==> src/rtl/uart_tx_arbiter.sv <==
// Two-requester byte arbiter in front of a single UART transmitter.
// Each requester owns a small FIFO; an optional line lock keeps one requester's text line contiguous.

module uart_tx_fifo #(
  parameter int AW = 2
) (
  input  logic       clk,
  input  logic       reset,
  input  logic       wr,
  input  logic [7:0] data,
  input  logic       pop,
  output logic [7:0] head,
  output logic       empty,
  output logic       full,
  output logic       ovf
);
  logic [7:0]    mem [1<<AW];
  logic [AW-1:0] wptr, rptr;
  logic [AW:0]   cnt, cnt_nxt;
  logic          acc;

  // A pop in the same cycle frees a slot, so a write into a full FIFO still lands.
  assign acc   = wr && (!full || pop);
  assign empty = (cnt == '0);
  assign head  = mem[rptr];

  always_comb begin
    cnt_nxt = cnt;
    if (acc && !pop)      cnt_nxt = cnt + 1'b1;
    else if (pop && !acc) cnt_nxt = cnt - 1'b1;
  end

  always_ff @(posedge clk) begin
    if (reset) begin
      wptr <= '0;
      rptr <= '0;
      cnt  <= '0;
      full <= 1'b0;
      ovf  <= 1'b0;
    end else begin
      if (acc) wptr <= wptr + 1'b1;
      if (pop) rptr <= rptr + 1'b1;
      cnt  <= cnt_nxt;
      full <= cnt_nxt[AW];
      if (wr && !acc) ovf <= 1'b1;
    end
  end

  always_ff @(posedge clk) begin
    if (acc) mem[wptr] <= data;
  end
endmodule

module uart_tx_arbiter #(
  parameter int          AW           = 2,
  parameter bit          LINE_LOCK    = 1'b1,
  parameter logic [15:0] LOCK_TIMEOUT = 16'd50000
) (
  input  logic       clk,
  input  logic       reset,
  input  logic [7:0] req0_data,
  input  logic       req0_wr,
  output logic       req0_full,
  output logic       req0_ovf,
  input  logic [7:0] req1_data,
  input  logic       req1_wr,
  output logic       req1_full,
  output logic       req1_ovf,
  output logic [7:0] tx_din,
  output logic       tx_valid,
  input  logic       tx_idle,
  output logic       grant,
  output logic       busy
);
  localparam int NUM_REQ = 2;

  typedef enum logic [1:0] {S_IDLE, S_WAIT_BUSY, S_WAIT_IDLE} state_t;

  state_t                   state;
  logic [NUM_REQ-1:0]       wr, pop, empty, full, ovf;
  logic [NUM_REQ-1:0][7:0]  wdata, head;
  logic                     lock, owner, cand, cand_ok, timeout, lock_act, issue;
  logic [15:0]              lock_timer;

  assign wr        = {req1_wr, req0_wr};
  assign wdata     = {req1_data, req0_data};
  assign req0_full = full[0];
  assign req1_full = full[1];
  assign req0_ovf  = ovf[0];
  assign req1_ovf  = ovf[1];

  for (genvar i = 0; i < NUM_REQ; i++) begin : g_req
    uart_tx_fifo #(.AW(AW)) u_fifo (
      .clk   (clk),
      .reset (reset),
      .wr    (wr[i]),
      .data  (wdata[i]),
      .pop   (pop[i]),
      .head  (head[i]),
      .empty (empty[i]),
      .full  (full[i]),
      .ovf   (ovf[i])
    );
  end

  // An expiring lock is already void in this evaluation, so the other side can win now.
  assign timeout  = lock && (lock_timer == LOCK_TIMEOUT);
  assign lock_act = lock && !timeout;

  always_comb begin
    cand    = 1'b0;
    cand_ok = 1'b0;
    if (lock_act) begin
      cand    = owner;
      cand_ok = !empty[owner];
    end else if (!empty[0] && !empty[1]) begin
      cand    = ~grant;
      cand_ok = 1'b1;
    end else if (!empty[0]) begin
      cand    = 1'b0;
      cand_ok = 1'b1;
    end else if (!empty[1]) begin
      cand    = 1'b1;
      cand_ok = 1'b1;
    end
  end

  assign issue = (state == S_IDLE) && tx_idle && cand_ok;
  assign pop   = issue ? (cand ? 2'b10 : 2'b01) : 2'b00;

  // The transmitter's idle flag lags the start pulse, so S_WAIT_BUSY ignores a stale idle.
  always_ff @(posedge clk) begin
    if (reset) begin
      state      <= S_IDLE;
      tx_valid   <= 1'b0;
      tx_din     <= '0;
      grant      <= 1'b1;
      busy       <= 1'b0;
      lock       <= 1'b0;
      owner      <= 1'b0;
      lock_timer <= '0;
    end else begin
      tx_valid <= 1'b0;
      case (state)
        S_IDLE: begin
          if (timeout) begin
            lock       <= 1'b0;
            lock_timer <= '0;
          end else if (lock_act && empty[owner]) begin
            lock_timer <= lock_timer + 1'b1;
          end
          if (issue) begin
            tx_din     <= head[cand];
            tx_valid   <= 1'b1;
            grant      <= cand;
            lock_timer <= '0;
            if (LINE_LOCK) begin
              lock  <= (head[cand] != 8'h0A);
              owner <= cand;
            end
            state <= S_WAIT_BUSY;
            busy  <= 1'b1;
          end
        end
        S_WAIT_BUSY: begin
          if (!tx_idle) state <= S_WAIT_IDLE;
        end
        S_WAIT_IDLE: begin
          if (tx_idle) begin
            state <= S_IDLE;
            busy  <= 1'b0;
          end
        end
        default: begin
          state <= S_IDLE;
          busy  <= 1'b0;
        end
      endcase
    end
  end
endmodule

==> config.mk <==
export PLATFORM = sky130hd
export DESIGN_NAME = uart_tx_arbiter
export DESIGN_NICKNAME = d
export VERILOG_FILES = /design/src/rtl/uart_tx_arbiter.sv
export SDC_FILE = /design/constraint.sdc
export NUM_CORES = 1
export LEC_CHECK = 0
export BUFFER_PORTS_ARGS = -buffer_cell sky130_fd_sc_hd__buf_4
export CORE_ASPECT_RATIO = 0.7
export CORE_MARGIN = 5
export CORE_UTILIZATION = 40
export DETAILED_ROUTE_END_ITERATION = 6
export PLACE_DENSITY_LB_ADDON = 0.2
export SLEW_MARGIN = 20
export SYNTH_ARGS = -nofsm -noshare
export SYNTH_HDL_FRONTEND = slang
export SYNTH_SLANG_ARGS = --single-unit
==> constraint.sdc <==
create_clock -name clk -period 3.3 [get_ports clk]
set_input_delay 0.33 -clock clk [delete_from_list [all_inputs] [get_ports clk]]
set_output_delay 0.33 -clock clk [all_outputs]
set_load 0.005 [all_outputs]
# Word level (Yosys, flattened, before mapping)
# Memories as Yosys holds them, arrays and structs flattened. A register that Yosys moved wholly into a read port is not among the register bits.
# Index checks and enable logic that the tools add are counted.
# word_totals
regBits,47
mem_bits_rw,64
in_bits,21
out_inout_bits,15
wordCells,118
n_memories,2
# classes
add_sub_neg,9
magnitude_cmp,2
eq_ne,7
n_mux,38
bitwise_logic,3
n_reduce_logical,39
# memory_table
name,depth,word_bits,rd,rd_clocked_by_memory_dff,wr,line_no,text
g_req[0].u_fifo.mem,4,8,1,1,1,17,logic [7:0] mem [1<<AW];
g_req[1].u_fifo.mem,4,8,1,1,1,17,
# ops
operator,n
2-to-1 mux 16 bit,3
2-to-1 mux 1 bit,18
2-to-1 mux 2 bit,9
adder 16 x 1 -> 16 bit (second input constant),1
== test 16 bit (second input constant),1
2-to-1 mux 8 bit,2
logical AND 1 bit,14
2-to-1 mux 3 bit,4
logical NOT 1 bit,10
adder 2 x 1 -> 2 bit (second input constant),4
!= test 8 x 4 -> 1 bit (second input constant),1
adder 3 x 1 -> 3 bit (second input constant),2
logical NOT 3 bit,2
!= test 2 bit (second input constant),3
one-hot mux 2 bit (3 select lines),1
AND reduction 2 bit,3
AND reduction 3 bit,2
nonzero test 2 bit,3
subtractor 3 x 1 -> 3 bit (second input constant),2
less-than comparator 1 x 2 -> 1 bit (second input constant),2
NOT 1 bit,3
one-hot mux 1 bit (3 select lines),1
nonzero test 3 bit,1
== test 2 x 1 -> 1 bit (second input constant),1
other kinds (4),5

# Depth between registers and ports, before layout
# Gate-level depths: netlist (run 1).
# logic_depth
ltp_word,13
depth_mapped,14
mapped_depth_nobuf,13

# Cells and area by module
# A second synthesis (run 1) with hierarchy kept.
# hier_totals
cells_unflattened,394
area_unflattened_um2,5068.6
# by_module_without_submodules
mod,n_inst,cells_each,area_per_inst_um2,seq_area_each_um2
uart_tx_fifo,2,94,1631.6,1161.1
uart_tx_arbiter,1,206,1805.5,620.6

# Least setup slack after synthesis (run 1)
# Ideal clock, no wire load.
# synth_timing
path_type,reg2reg
from,register lock_timer[0]
to,register g_req[1].u_fifo.cnt[2]
setup_ns,0.070
arrival_time_ns,2.874
t_required_ns,3.230
setup_slack_ns,0.355
path_stages_with_launch,14
n_path_buf,1
synth_period_minus_slack_ns,2.945
path_cell_list,dfxtp_1 inv_1 ha_1 and4b_2 nand4_2 buf_6 a31o_4 a211oi_4 ha_1 inv_1 fa_1 xor2_1 or3_1 a21oi_1
# synth_between
elab_chain_len,12
elab_cells_between_ends,17
cone_classes,eq/ne (1); mux (5); reduce/logical (11)
# synth_rtl
element,line_no,text
from (decl),83,logic [15:0] lock_timer;
from (signal assigned),150,lock_timer <= lock_timer + 1'b1;
== test 16 bit *,107,assign timeout = lock && (lock_timer == LOCK_TIMEOUT);
logical AND 1 bit *,107,
logical NOT 1 bit *,108,assign lock_act = lock && !timeout;
logical AND 1 bit *,108,
2-to-1 mux 1 bit,113,if (lock_act) begin
2-to-1 mux 2 bit or logical AND 1 bit (tied branches),"129, 128",
2-to-1 mux 2 bit *,129,assign pop = issue ? (cand ? 2'b10 : 2'b01) : 2'b00;
logical OR 1 bit *,23,assign acc = wr && (!full || pop);
logical AND 1 bit *,23,
named net g_req[1].u_fifo.acc,20,logic acc;
logical NOT 1 bit,30,else if (pop && !acc) cnt_nxt = cnt - 1'b1;
logical AND 1 bit,30,
nonzero test 2 bit (no line),-,
to (signal assigned),43,cnt <= cnt_nxt;
to (decl),19,"logic [AW:0] cnt, cnt_nxt;"
# The timed path passes the listed nets; every way through them passes the cells marked *.
# A chain may end at the register's enable or synchronous reset.

# Worst setup path after layout (run 1)
# layout_timing
from,register lock_timer[0]
to,register g_req[0].u_fifo.full
# layout_between
elab_chain_len,12
elab_cells_between_ends,17
cone_classes,eq/ne (1); mux (5); reduce/logical (11)
# layout_rtl
element,line_no,text
== test 16 bit *,107,
logical AND 1 bit *,107,
logical NOT 1 bit *,108,
logical AND 1 bit *,108,
2-to-1 mux 1 bit,113,
2-to-1 mux 2 bit or logical AND 1 bit (tied branches),"129, 128",
2-to-1 mux 2 bit *,129,
logical OR 1 bit,23,
logical AND 1 bit,23,
logical NOT 1 bit,30,
logical AND 1 bit,30,
nonzero test 2 bit (no line),-,
to (signal assigned),44,full <= cnt_nxt[AW];
to (decl),14,"output logic full,"
# Mark *: on every way between the ends. The rest lies on a longest branch, timed or not.

==> results of run 1 <==
[layout by cell type, fill, tap and decap left out, types with 6 or more instances in the layout]
cell type and n:
edfxtp_1 64, dfxtp_1 51, nor2_1 38, buf_4 37
a21oi_1 19, inv_1 17, clkbuf_16 17, mux4_2 16
mux2i_1 13, ha_1 12, nand3_1 10, o21ai_0 10
a211oi_1 8, nor3_1 7, xor2_1 7, xnor2_1 7
or3_1 6, nand2_1 6, and2_1 6
[worst max-delay path: stages (launching register included)]
cell and delay (ns):
dfxtp_1 0.34, inv_1 0.09, ha_1 0.15, and4b_2 0.26, nand4_4 0.22, a211oi_4 0.46
nor4_4 0.12, inv_1 0.08, ha_1 0.18, inv_1 0.06, fa_1 0.37, xor2_1 0.18
or3_1 0.30, a21oi_1 0.15
[layout make-up]
| type | count | area (um^2) | share of cell area, % |
|---|---|---|---|
| Clock buffer | 17 | 425 | 7.05 |
| Inverter | 17 | 63.8 | 1.06 |
| Timing Repair Buffer | 37 | 278 | 4.60 |
| Sequential cell | 115 | 2940 | 48.8 |
| Multi-Input combinational cell | 231 | 1970 | 32.6 |
| Clock inverter | 15 | 155 | 2.57 |
| Tap cell | 162 | 203 | 3.36 |
[cell usage after synthesis (2+ instances only)]
cell type and n:
nor3_1 7, xnor2_1 7, and4b_2 2, a211oi_4 2, a31oi_1 3, buf_2 4, a211oi_1 8, nand3b_1 3
xor2_1 7, nor4b_2 3, mux4_2 16, ha_1 12, or3_1 6, nor4_1 5, o21ai_0 10, nor3_2 2
edfxtp_1 64, and2_1 6, clkbuf_1 6, nand2_1 6, and2_2 4, buf_6 4, a21oi_2 3, o211ai_1 3
dfxtp_1 51, nor4bb_1 2, nand4_1 2, mux2i_1 13, nand3_1 10, nor2_1 38, a21oi_1 19, inv_1 17
fa_1 2, or4_1 2
[through the flow]
step                util (%)  setup slack [ns]  cell area, um^2
floorplan                  -             0.355             5060
global placement        43.8             0.190             5440
detailed placement      43.8            0.0834             5440
CTS                     48.5            0.0493             6020
global route            48.6            0.0226             6030
finish                  48.6             0.268             6030
[report_power, final]
part	leakage, uW	switching, uW	internal, uW
Combinational	0.000844	863	752
Clock	0.000272	667	1110
Sequential	0.00100	269	1820
Total	0.00212	1800	3690
[kinds of logic after synthesis]
| logic type | Yosys count |
|---|---|
| compound gates | 62 |
| xor+xnor | 14 |
| fa+ha+maj | 14 |
| buf+inv | 32 |
| flops | 115 |
| mux | 29 |
| simple gates | 112 |
[timing repair]
item                                    4_1_cts  5_1_grt
setup buffers                                 0        0
endpoints found under the setup margin        0        2
gates resized for setup                       0        2
[worst max path at each step]
stage	to	slack, ns	depth (start not counted)
2_1_floorplan	g_req[1].u_fifo.cnt[2]$_SDFFE_PP0P_	0.36	13
3_3_place_gp	g_req[0].u_fifo.full$_SDFFE_PP0P_	0.19	12
3_5_place_dp	g_req[0].u_fifo.full$_SDFFE_PP0P_	0.08	12
4_1_cts	g_req[0].u_fifo.full$_SDFFE_PP0P_	0.05	12
5_1_grt	g_req[0].u_fifo.full$_SDFFE_PP0P_	0.02	13
6_report	g_req[0].u_fifo.full$_SDFFE_PP0P_	0.27	13
[metal layers]
layer  vias to the layer above  wire, um
met2                        60      4240
met3                        10       499
met5                         -         0
met4                         0       116
met1                      1507      5080
li1                       1514         -
[flip-flops by register name (all words and copies together) (netlist names), named ones only]
signal,count
g_req.u_fifo.cnt,5
lock,1
g_req.u_fifo.full,1
tx_valid,1
grant,1
g_req.u_fifo.ovf,2
g_req.u_fifo.rptr,4
lock_timer,16
owner,1
busy,1
tx_din,8
state,2
g_req.u_fifo.wptr,4
g_req.u_fifo.mem,64
==> flow_summary.ini, run 1 <==
[status]
outcome = finished, final reports clean

[timing]
fmax_ghz = 0.330
hold_viol_final = 0
final_max_slew_viol_count = 0
final-setup-viol-count = 0
finalSetupTns_ns = 0
fin_crit_sh_pct = 91.9
rsz0062_at_grt = no
worst_pin_slew_ns = 0.725
min_period_ns = 3.03
worst_hold_slack_ns = 0.119
relSlewSlack_pct = 51.0
fin_skew_ns = 0.00902

[yosys]
synth_nets = 413
synth_compound_area_share_pct = 9.15
yosys.cell_types.count = 63
yosysTopAreaCell = edfxtp_1
synth_top_family_by_area = simple AND/OR/NAND/NOR gates
async_flop_share_pct = 0
syn_area_um2 = 5060
yosysWarnings = 0
yosys.area_share.simple_pct = 13.6
synth_cells = 378
synth_top_area_share_pct = 38.0
syn_area_per_cell_um2 = 13.4
synth-main-ff-cell = edfxtp_1
synth_fa_ha_area_share_pct = 3.76
synthXorXnorAreaFrac_pct = 2.42
synth_area_leaders = edfxtp_1 38%, dfxtp_1 20%, mux4_2 7.1%, ha_1 3.0%, nor2_1 2.8%
synthMuxAreaShare_pct = 9.69
synth_edf_count = 64
synth_seq_cells = 115
synth_seq_area_share_pct = 58.1

[min_path]
min_path_cells = 1
hold_class = input pin to register
hold_start = req0_data[1]
min_to = g_req[0].u_fifo.mem[3][1]$_DFFE_PP_

[power]
ir_drop_v = 0.000400
total_power_uw = 5490
powerDensity_nw_per_um2 = 909
p_leak_uw = 0.00212

[clock_network]
cts-buffers-inserted = 17
clkTransAtPathRegs_ns = 0.06
cts_tree = done
cts.sinks = 115
cts-root-buf = clkbuf_16
worstSkewPairLatency_ns = 0.41
htree_levels = 4
holdBufCountCts = 0
clockBufferDepth = 2

[critical_path]
arrival_ns = 3.36
cp-end-kind = register
r2r_cells = 13
rr_endpoint = g_req[0].u_fifo.full$_SDFFE_PP0P_
cp_max_fo = 12
crit_start = lock_timer[0]$_SDFFE_PP0P_
crit_type = register to register
r2r_slack_ns = 0.27
r2r-start = lock_timer[0]$_SDFFE_PP0P_
start_kind = register
crit_required_ns = 3.63

[global_routing]
grt_pass1_vias = 3126
grt_max_degree = 43
antenna_found_initial = 0
grt_overflow_total = 0
track_usage_pct = 14.2
grt.met2_usage_pct = 19.2
grt_first_pass_wirelength_mm = 16.3
grt-busiest-layer = met1
met1_usage_pct = 20.9
met3_usage_pct = 4.64

[placement]
dpl.cell_count = 562
port_buffers = 35
globalplace.congestion = 0.829
dpl.hpwl_mm = 6.92

[detailed_routing]
routed_wl_mm = 9.94
drtPass1Iterations = 4
postRouteAntennaNets = 0
drc = 0
drt_iter0_drc = 154
viasPerCell = 5.20
vias = 3091
avgRoutedWirePerCell_um = 16.7

[finish]
nets = 454
fill_cells = 1100
drive_gt1_share_pct = 26.2
area_growth_pct = 19.2
finalNonFillerCells = 594
diodes = 0

[die]
die-area_um2 = 15000
die_x_um = 144
boundaryPins = 36
start_util_pct = 40.7
rows = 34
fp.dieH_um = 104
design.core.area_um2 = 12400

[job]
drv_cap = 0
(Power assumes the default switching activity.)
==> run 2: changes to the inputs <==
--- a/config.mk
+++ b/config.mk
@@ -5,11 +5,11 @@
 export SDC_FILE = /design/constraint.sdc
 export NUM_CORES = 1
 export LEC_CHECK = 0
-export BUFFER_PORTS_ARGS = -buffer_cell sky130_fd_sc_hd__buf_4
 export CORE_ASPECT_RATIO = 0.7
 export CORE_MARGIN = 5
 export CORE_UTILIZATION = 40
 export DETAILED_ROUTE_END_ITERATION = 6
+export DONT_BUFFER_PORTS = 1
 export PLACE_DENSITY_LB_ADDON = 0.2
 export SLEW_MARGIN = 20
 export SYNTH_ARGS = -nofsm -noshare
==> flow_summary.ini, run 2 (synthesis gave the netlist of run 1 again) <==
[power]
p_sw_uw = 1800
clockPowerShare_pct = 32.2
power_frac_comb_pct = 28.3
p_int_uw = 3540
seqPwrFrac_pct = 39.6
ir_drop_v = 0.000413
powerDensity_nw_per_um2 = 888
sw_frac_of_total_pct = 33.7
p_leak_uw = 0.00207

[die]
start_util_pct = 40.7
fp.dieH_um = 104
rows = 34
die-area_um2 = 15000
boundaryPins = 36
design.core.area_um2 = 12400
die_x_um = 144

[global_routing]
grt_overflow_total = 0
grt_first_pass_wirelength_mm = 16.5
track_usage_pct = 14.5
grt_max_degree = 37
grt_pass1_vias = 3020
antenna_found_initial = 0

[finish]
nets = 446
final_cell_mix = 64 x edfxtp_1, 51 x dfxtp_1, 38 x nor2_1
largestRegisters = g_req.u_fifo.mem: 64 flops, lock_timer: 16 flops, tx_din: 8 flops
diodes = 0
top_register = g_req.u_fifo.mem
area_growth_pct = 18.8
fin_util_pct = 48.4
drive_gt1_share_pct = 19.3
layout_commonest_cell = edfxtp_1
largest_reg_flops = 64

[min_path]
min_to = g_req[1].u_fifo.mem[1][2]$_DFFE_PP_
hold_start = req1_data[2]
hold_class = input pin to register
min_path_cells = 0

[timing]
relSlewSlack_pct = 47.0
worst_pin_slew_ns = 0.784
rsz0062_at_grt = no
fin_skew_ns = 0.00839
min_period_ns = 3.04
fin_crit_sh_pct = 92.1
finalSetupTns_ns = 0
hold_viol_final = 0
postLayoutSetupSlackWorst_ns = 0.260
fmax_ghz = 0.329
final-setup-viol-count = 0
final_max_slew_viol_count = 0

[critical_path]
crit_type = register to register
r2r-start = lock_timer[0]$_SDFFE_PP0P_
crit_start = lock_timer[0]$_SDFFE_PP0P_
r2r_slack_ns = 0.26
r2r_cells = 13
arrival_ns = 3.38
crit_chain = inv_1 > ha_1 > and4b_2 > nand4_2 > a211oi_4 > nor4_4 > inv_1 > ha_1 > inv_1 > fa_1 > xor2_1 > or3_1 > a21oi_1
crit_required_ns = 3.64
start_kind = register
crit_top_cell = inv_1
slowest_stage = a211oi_4
crit_path_max_incr_delay_ns = 0.45
cp-end-kind = register
cp_max_fo = 7
rr_endpoint = g_req[0].u_fifo.full$_SDFFE_PP0P_

[detailed_routing]
routed_wl_mm = 10.4
drt_iter0_drc = 179
postRouteAntennaNets = 0
drtPass1Iterations = 4
viasPerCell = 5.24
drc = 0
vias = 3068
avgRoutedWirePerCell_um = 17.8

[clock_network]
clockBufferDepth = 2
cts.sinks = 115
worstSkewPairLatency_ns = 0.41
htree_levels = 4
postCtsSetupBuffers = 0
cts_tree = done
cts-buffers-inserted = 17
cts-root-buf = clkbuf_16
clkTransAtPathRegs_ns = 0.05

[placement]
port_buffers = 0
globalplace.congestion = 0.797
dpl.hpwl_mm = 6.93
dp_slack_ns = 0.250

[status]
outcome = finished, final reports clean

[job]
drv_cap = 0
==> run 2: cell types whose count changed in the layout (fill, tap and decap cells not counted), sizes merged <==
cell / before / now
clkinv: 4 / 5
bufinv: 2 / 1
dlygate4sd3: 0 / 24
buf: 37 / 5
==> run 2: cell type report <==
class,instances,area (um^2)
clock inverter,15,131
tap,162,203
clock buffer,17,425
timing repair buffer,29,290
fill,1109,6410
sequential,115,2940
inverter,17,63.8
multi-input combinational,231,1960
==> run 2: how the worst max path moves through the flow <==
stage / end
floorplan: g_req[1].u_fifo.cnt[2]$_SDFFE_PP0P_
global placement: g_req[0].u_fifo.full$_SDFFE_PP0P_
detailed placement: g_req[0].u_fifo.full$_SDFFE_PP0P_
CTS: g_req[0].u_fifo.full$_SDFFE_PP0P_
global route: g_req[0].u_fifo.full$_SDFFE_PP0P_
finish: g_req[0].u_fifo.full$_SDFFE_PP0P_
==> run 2: metal layers <==
layer | part of all wire [%] | wire [um] | track usage, % | up-vias
met3 | 5.7 | 592 | 5.24 | 7
met1 | 50 | 5210 | 20.8 | 1494
met4 | 0.75 | 78 | 4.79 | 0
met5 | 0 | 0 | 0 | -
li1 | - | - | - | 1506
met2 | 44 | 4540 | 20.2 | 61
==> run 2: what timing repair did <==
item                                    CTS  global route
endpoints found under the hold margin    65            33
endpoints found under the setup margin    0             1
hold buffers                             14            11
gates resized for setup                   0             1
==> run 2: through the flow <==
step	hold slack [ns]	cells	instance area, um^2	power (uW)
final	0.0216	586	6010	5340
after global routing	0.000838	586	6010	5660
after CTS	0.00000797	575	5900	5380
after detailed placement	0.409	529	5190	3620
after global placement	0.405	529	5190	3570
after floorplan	0.407	378	5060	3270
==> run 2: power groups by stage <==
stage | clock network [uW] | registers (uW) | logic, uW
3_5_place_dp | 0 | 2160 | 1460
4_1_cts | 1750 | 2130 | 1500
3_3_place_gp | 0 | 2140 | 1430
2_1_floorplan | 0 | 2010 | 1270
6_report | 1720 | 2120 | 1510
5_1_grt | 1820 | 2170 | 1670
==> run 2: critical path, delay by kind of cell (launching register included) <==
kind | cells | cell delay, ns
XOR/XNOR | 1 | 0.18
flip-flops | 1 | 0.34
adder cells (fa/ha/maj) | 3 | 0.69
AO/OA/AOI/OAI | 2 | 0.60
AND/OR/NAND/NOR | 4 | 0.93
buffers and inverters | 3 | 0.23
